File: config.mk
export PLATFORM = sky130hd
export DESIGN_NAME = scan_mux_reg_flat
export DESIGN_NICKNAME = d
export VERILOG_FILES = /design/src/rtl/scan_mux_reg_if.sv /design/src/rtl/scan_mux_reg.sv /design/src/flat_wrapper.sv
export SDC_FILE = /design/constraint.sdc
export NUM_CORES = 1
export LEC_CHECK = 0
export BUFFER_PORTS_ARGS = -buffer_cell sky130_fd_sc_hd__clkbuf_2
export CORE_MARGIN = 3
export CORE_UTILIZATION = 56
export CTS_CLUSTER_DIAMETER = 60
export DETAILED_ROUTE_END_ITERATION = 10
export PLACE_DENSITY = 0.83
export SLEW_MARGIN = 20
export SYNTH_ARGS = -nofsm -noshare
export SYNTH_HDL_FRONTEND = slang
export SYNTH_SLANG_ARGS = --single-unit
File: constraint.sdc
create_clock -name clk -period 2.4 [get_ports clk]
set_input_delay 0.48 -clock clk [delete_from_list [all_inputs] [get_ports clk]]
set_output_delay 0.48 -clock clk [all_outputs]
set_load 0.1 [all_outputs]
File: src/rtl/scan_mux_reg_if.sv
// Channel inputs, select controls and registered outputs of the scan multiplexer.
// The master side drives the channels and controls; the slave side is the mux itself.
interface scan_mux_reg_if #(
  parameter int unsigned N_CH   = 4,
  parameter int unsigned DATA_W = 1,
  parameter int unsigned SEL_W  = 2
);
  logic [N_CH*DATA_W-1:0] din;
  logic                   mode;
  logic [SEL_W-1:0]       sel_in;
  logic                   load;
  logic                   hold;
  logic [DATA_W-1:0]      dout;
  logic                   dout_vld;
  logic [SEL_W-1:0]       cur_sel;
  logic                   wrap;
  logic                   sel_err;

  modport master (
    output din, mode, sel_in, load, hold,
    input  dout, dout_vld, cur_sel, wrap, sel_err
  );

  modport slave (
    input  din, mode, sel_in, load, hold,
    output dout, dout_vld, cur_sel, wrap, sel_err
  );
endinterface

File: src/rtl/scan_mux_reg.sv
// N-channel registered multiplexer. The select is either loaded manually or advanced
// by a dwell counter in auto-scan mode.
module scan_mux_reg #(
  parameter int unsigned N_CH   = 4,
  parameter int unsigned DATA_W = 1,
  parameter int unsigned SEL_W  = 2,
  parameter int unsigned DWELL  = 4
) (
  input  logic          clk,
  input  logic          rst_n,
  scan_mux_reg_if.slave bus
);

  typedef enum logic [0:0] {StManual, StScan} state_e;

  localparam logic [SEL_W-1:0] LastSel   = SEL_W'(N_CH - 1);
  localparam logic [7:0]       LastDwell = 8'(DWELL - 1);

  state_e            state_q, state_d;
  logic [SEL_W-1:0]  sel_q, sel_d;
  logic [7:0]        dwell_q, dwell_d;
  logic [DATA_W-1:0] dout_q, mux_out;
  logic              vld_q, vld_d;
  logic              started_q;
  logic              wrap_q, wrap_d;
  logic              err_q, err_d;

  // Indices at or beyond N_CH never match, so they decode to zero.
  always_comb begin
    mux_out = '0;
    for (int unsigned k = 0; k < N_CH; k++) begin
      if (sel_q == SEL_W'(k)) mux_out = bus.din[k*DATA_W +: DATA_W];
    end
  end

  always_comb begin
    state_d = bus.mode ? StScan : StManual;
    sel_d   = sel_q;
    dwell_d = dwell_q;
    wrap_d  = 1'b0;
    err_d   = 1'b0;
    if (bus.mode) begin
      // The entry edge only restarts the dwell; the select is left where it was.
      if (state_q == StManual) begin
        dwell_d = '0;
      end else if (!bus.hold) begin
        if (dwell_q == LastDwell) begin
          dwell_d = '0;
          if (sel_q == LastSel) begin
            sel_d  = '0;
            wrap_d = 1'b1;
          end else begin
            sel_d = sel_q + SEL_W'(1);
          end
        end else begin
          dwell_d = dwell_q + 8'd1;
        end
      end
    end else begin
      dwell_d = '0;
      if (bus.load) begin
        if (32'(bus.sel_in) < N_CH) sel_d = bus.sel_in;
        else                        err_d = 1'b1;
      end
    end
    // dout lags the select by one edge, so it is stale for the cycle after a change.
    vld_d = started_q && (sel_d == sel_q);
  end

  always_ff @(posedge clk or negedge rst_n) begin
    if (!rst_n) begin
      state_q   <= StManual;
      sel_q     <= '0;
      dwell_q   <= '0;
      dout_q    <= '0;
      vld_q     <= 1'b0;
      started_q <= 1'b0;
      wrap_q    <= 1'b0;
      err_q     <= 1'b0;
    end else begin
      state_q   <= state_d;
      sel_q     <= sel_d;
      dwell_q   <= dwell_d;
      dout_q    <= mux_out;
      vld_q     <= vld_d;
      started_q <= 1'b1;
      wrap_q    <= wrap_d;
      err_q     <= err_d;
    end
  end

  assign bus.dout     = dout_q;
  assign bus.dout_vld = vld_q;
  assign bus.cur_sel  = sel_q;
  assign bus.wrap     = wrap_q;
  assign bus.sel_err  = err_q;

endmodule

File: src/flat_wrapper.sv
// flat-port wrapper written by rule: the top's interface ports become plain ports
module scan_mux_reg_flat 
#(
  parameter int unsigned N_CH   = 4,
  parameter int unsigned DATA_W = 1,
  parameter int unsigned SEL_W  = 2,
  parameter int unsigned DWELL  = 4
)
  (clk, rst_n, bus_din, bus_mode, bus_sel_in, bus_load, bus_hold, bus_dout, bus_dout_vld, bus_cur_sel, bus_wrap, bus_sel_err);
  scan_mux_reg_if #(.N_CH(N_CH), .DATA_W(DATA_W), .SEL_W(SEL_W)) bus_i ();
  input  logic clk;
  input  logic rst_n;
  input wire logic [$bits(bus_i.din)-1:0] bus_din;
  input wire logic [$bits(bus_i.mode)-1:0] bus_mode;
  input wire logic [$bits(bus_i.sel_in)-1:0] bus_sel_in;
  input wire logic [$bits(bus_i.load)-1:0] bus_load;
  input wire logic [$bits(bus_i.hold)-1:0] bus_hold;
  output wire logic [$bits(bus_i.dout)-1:0] bus_dout;
  output wire logic [$bits(bus_i.dout_vld)-1:0] bus_dout_vld;
  output wire logic [$bits(bus_i.cur_sel)-1:0] bus_cur_sel;
  output wire logic [$bits(bus_i.wrap)-1:0] bus_wrap;
  output wire logic [$bits(bus_i.sel_err)-1:0] bus_sel_err;
  assign bus_i.din = bus_din;
  assign bus_i.mode = bus_mode;
  assign bus_i.sel_in = bus_sel_in;
  assign bus_i.load = bus_load;
  assign bus_i.hold = bus_hold;
  assign bus_dout = bus_i.dout;
  assign bus_dout_vld = bus_i.dout_vld;
  assign bus_cur_sel = bus_i.cur_sel;
  assign bus_wrap = bus_i.wrap;
  assign bus_sel_err = bus_i.sel_err;
  scan_mux_reg #(.N_CH(N_CH), .DATA_W(DATA_W), .SEL_W(SEL_W), .DWELL(DWELL)) u_core (.clk(clk), .rst_n(rst_n), .bus(bus_i));
endmodule
-- Word-level counts from Yosys, hierarchy flattened
Index checks and enable logic that the tools add are counted.
Widths: inputs -> output; s select.
- add/subtract/negate cells: 2
- reductions and logical operators: 2
- multiplexer cells: 20
- eq/ne operators: 6
- operators by type and width (kind ; number):
    $mux 8 ; 4
    $mux 2 ; 6
    $mux 1 ; 10
    $add 8x1->8 const B ; 1
    $eq 8x2->1 const B ; 1
    $eq 2x2->1 const B ; 2
    $ne 3x3->1 const B ; 1
    $add 2x1->2 const B ; 1
    $eq 2x1->1 const B ; 1
    $eq 2x2->1 ; 1
    $logic_not 2->1 ; 1
    $logic_and 1x1->1 ; 1
- register bits: 15
- word-level logic and storage cells: 37
- bits of input ports: 11
- output and inout bits: 6

-- Depth between registers and ports, before layout
- depth after elaboration: 8
- mapped depth: 6
- depth with buffers taken out: 6

-- Least setup slack after synthesis
OpenSTA, ideal clock, no wires.
- path kind: flip-flop to flip-flop
- start: register u_core.sel_q[0], in the netlist u_core.bus.cur_sel[0]
- end: register u_core.vld_q, in the netlist u_core.bus.dout_vld
- arrival time: 2.127 ns
- clock period less this slack: 2.254 ns
- setup slack: 0.146 ns
- data required time: 2.274 ns
- path buffers: 0
- stages on the path, launching flop included: 6
- setup time: 0.126 ns
- cell sequence: dfrtp_1 inv_1 ha_1 o211a_1 or3_1 o311a_1
- longest elaborated chain between the ends: 8
- elaborated cells on any way between the ends: 10
- classes of those cells: add/sub (1); eq/ne (2); mux (6); reduce/logical (1)
- RTL lines (element ; line ; RTL):
    from (decl) ; scan_mux_reg.sv:20 ; logic [SEL_W-1:0] sel_q, sel_d;
    from (signal assigned) ; scan_mux_reg.sv:82 ; sel_q <= sel_d;
    $add 2x1->2 or $eq 2x2->1 (tied branches) ; scan_mux_reg.sv:53, scan_mux_reg.sv:49 ;
    $mux 2 ; scan_mux_reg.sv:49 ; if (sel_q == LastSel) begin
    $mux 2 ; scan_mux_reg.sv:47 ; if (dwell_q == LastDwell) begin
    $mux 2 ; scan_mux_reg.sv:46 ; end else if (!bus.hold) begin
    $mux 2 ; scan_mux_reg.sv:44 ; if (state_q == StManual) begin
    $mux 2 ; scan_mux_reg.sv:42 ; if (bus.mode) begin
    $eq 2x2->1 * ; scan_mux_reg.sv:67 ; vld_d = started_q && (sel_d == sel_q);
    $logic_and 1x1->1 * ; scan_mux_reg.sv:67 ;
    net u_core.vld_d ; scan_mux_reg.sv:23 ; logic vld_q, vld_d;
    to (signal assigned) ; scan_mux_reg.sv:85 ; vld_q <= vld_d;
    to (decl) ; scan_mux_reg.sv:23 ;
The timed path passes the listed nets; every way through them passes the cells marked *.
A chain may end at the register's enable or synchronous reset.

-- Final worst setup path
- start: register u_core.sel_q[0], in the netlist u_core.bus.cur_sel[0]
- end: output bus_cur_sel[0]
- RTL lines (element ; line ; RTL):
    to (decl) ; flat_wrapper.sv:20 ; output wire logic [$bits(bus_i.cur_sel)-1:0] bus_cur_sel;
No word-level cell between the ends.

==> parameters.txt <==
Parameter                              Value

Outcome
  Run status    completed

Final layout
  # nets final    123
  Core Util, Final    69.95%
  Commonest cells after routing, fill and taps aside    15 x sky130_fd_sc_hd__clkbuf_2, 15 x sky130_fd_sc_hd__dfrtp_1, 11 x sky130_fd_sc_hd__nand2_1
  Fraction of layout instances using a drive strength above 1    19.81%
  Area growth from synthesis to layout    10.74%
  Post-route insts no fill    121
  Layout filler cell count    112
  Number of antenna diodes    0

Timing
  Setup clock skew after layout    0.003521 ns
  Setup repair after global routing missed its margin    no
  Normalized max-slew margin    63.96%
  Transition time of the tightest slew-check pin    0.5429 ns
  Highest Clock Rate    571.1 MHz
  Final Critical Period    1.751 ns
  Total Neg Setup Slack    0 ns
  Fin Hold WS    0.08581 ns
  Hold Vio Cnt, Final    0
  Max-slew violation total from the final report    0
  Setup violations, final    0
  Post-route fraction of the period consumed by the critical path    72.96%

Critical path
  Top Family by Delay on Critical Path    buffers and inverters
  Setup crit end kind    output port
  Highest-delay cell along the critical path    sky130_fd_sc_hd__clkbuf_2
  Arr. time, crit path    1.27 ns
  Data required time at the worst endpoint    1.92 ns
  Cell breakdown of the critical path    clkbuf_2
  Delay of the slowest cell on the worst path    0.50 ns
  Reg-to-reg slack, setup    0.72 ns
  Kind of start point of the critical path    flip-flop
  Critical path buffers and inverters    1
  Worst-path maximum fanout    7
  Critical path start-end classification    flip-flop to output port

Route
  Antenna-violating nets left    0
  Router iterations before antenna repair    5
  Wire length after detailed routing    1774 um
  WL/cell    14.66 um
  Average via count per standard cell    5.983
  Vias    724
  DRC violations left    0
  Detailed router's first-iteration violation count    15

CTS
  Post-CTS setup buffer count    0
  Quantity of hold-fixing buffers added after cts    0
  Number of sinks driven by the clock tree    15
  Clock edge transition at the registers on the reported setup and hold paths    0.08 ns
  Buffer depth of the longest clock path    2
  TritonCTS clock tree    done
  Cts bufs inserted    3
  Insertion delay of the later-clocked pin in the worst-skew pair    0.29 ns
  Number of gates given a new drive strength after cts    0
  Root cell of the clock tree    sky130_fd_sc_hd__clkbuf_4
  H-tree depth    1

Floorplanning
  I/O pin cnt    17
  Std-Cell Rows    13
  Area enclosed by the die boundary    0.002069 mm2
  Area of the placeable core    0.001383 mm2
  Initial Utilization    63.17%
  Width of the die    45.49 um
  Die Ht    45.49 um

Synthesis
  Post-synth cell types    34
  Ys async rst share    100.0%
  Number of synthesized flops with an enable pin    0
  Nets in the synthesized netlist    107
  Share of synthesized area occupied by flip-flops and latches    42.98%
  Warnings, synthesis    0
  Cell count after synthesis    91
  Primary FF master, synth    sky130_fd_sc_hd__dfrtp_1
  Mapped Avg Cell Area    9.597 um2
  Synthesis-stage register bit count    15
  Area of the mapped netlist    873.3 um2

Power
  Maximum vdd drop    555.6 uV
  Portion of total power attributed to sequential cells    48.3%
  Switching Share    36.31%
  Power Total    0.0005694 W
  Portion of total power attributed to combinational logic    26.5%
  Part of the power in the clock network    25.2%
  Switching power    0.0002068 W
  Static power due to leakage    0.4613 nW
  Power per cell area    588.7 mW/mm2
  P_int    0.0003626 W

GRT
  Number of antenna violations at the first check in global routing    0
  Via count of the first global-routing pass    666
  Wire length of the first global-routing pass    2925 um
  Total GRT Usage    20.16%
  Maximum number of pins on one net before global-route repair    16
  Global route total overflow    0

Run
  Number of maximum-capacitance violations    0

Place
  Routability Congestion    0.8139
  Half-perimeter wire length after detailed placement    1303 um
  Port Buffer Count    15
  Placed instance count    117

Worst hold path
  Worst min-delay path category    input pin to asynchronous set/reset pin
cell usage after synthesis, drive strengths merged (2+ instances only):
cell type	instances	share of area [%]
o21ai	3	1.7
clkbuf	2	0.86
nor3	2	2.4
a31oi	5	3.6
and3	3	2.1
ha	5	7.2
conb	2	0.86
a21oi	6	3.4
buf	2	2.1
nand3	7	4.0
a41oi	3	3.0
nand2	12	5.4
nand3b	2	1.7
dfrtp	15	43
nor2	2	0.86
inv	5	2.1
state kept, by name, summed over array words and instances, names as in the netlist:
name and flops:
u_core.dwell_q 8, u_core.bus.cur_sel 2, u_core.bus.dout 1, u_core.bus.dout_vld 1, u_core.bus.wrap 1, u_core.started_q 1, u_core.state_q 1
cell families (layout without fill, tap and decap cells):
kind of cell,after synthesis,after routing,synth area share (%)
compound gates,25,25,19.63
xor+xnor,1,1,1.003
fa+ha+maj,5,5,7.163
buf+inv,9,24,5.158
flops,15,15,42.98
other cells,2,2,0.8599
simple gates,34,34,23.21
power groups by stage:
stage	Sequential, W	Clock, W	Combinational (W)
floorplan	0.000346	0	0.0000495
global placement	0.000279	0	0.000149
detailed placement	0.000280	0	0.000150
CTS	0.000275	0.000150	0.000150
global route	0.000277	0.000156	0.000161
finish	0.000275	0.000144	0.000151
area by class of cell:
cell class                 count  area, um2  area share [%]
timing repair buffer          15      75.07           7.762
inverter                       5      18.77           1.940
multi-input combinational     67      452.9           46.83
tap                           15      18.77           1.940
sequential                    15      375.4           38.81
clock buffer                   4      26.28           2.717
per-layer routing:
layer / global-route usage (%) / part of all wire [%] / up-vias
met4: 12.28 / 2.4 / 0
li1: - / - / 365
met1: 26.62 / 48 / 340
met3: 2.372 / 3.0 / 6
met2: 31.20 / 46 / 13
met5: 0 / 0 / -
path summary, 6_finish.rpt:
check,to,cells after the start,start
setup / recovery,bus_cur_sel[0],1,u_core.bus.cur_sel[0]$_DFF_PN0_
hold / removal,u_core.bus.dout$_DFF_PN0_,1,rst_n
setup reg to reg,u_core.bus.dout_vld$_DFF_PN0_,5,u_core.dwell_q[0]$_DFFE_PN0P_
hold reg to reg,u_core.dwell_q[0]$_DFFE_PN0P_,1,u_core.dwell_q[0]$_DFFE_PN0P_
max in group asynchronous,u_core.dwell_q[1]$_DFFE_PN0P_,1,rst_n
min in group clk,u_core.state_q$_DFF_PN0_,1,bus_mode
metrics by stage:
step           setup WS (ns)  instance area (um2)
4_1_cts               0.6490                967.2
2_1_floorplan         0.1463                873.3
6_report              0.6490                967.2
3_3_place_gp          0.8122                940.9
3_5_place_dp          0.7677                940.9
5_1_grt               0.5928                967.2
No activity file was read; power rests on OpenSTA's default activity.
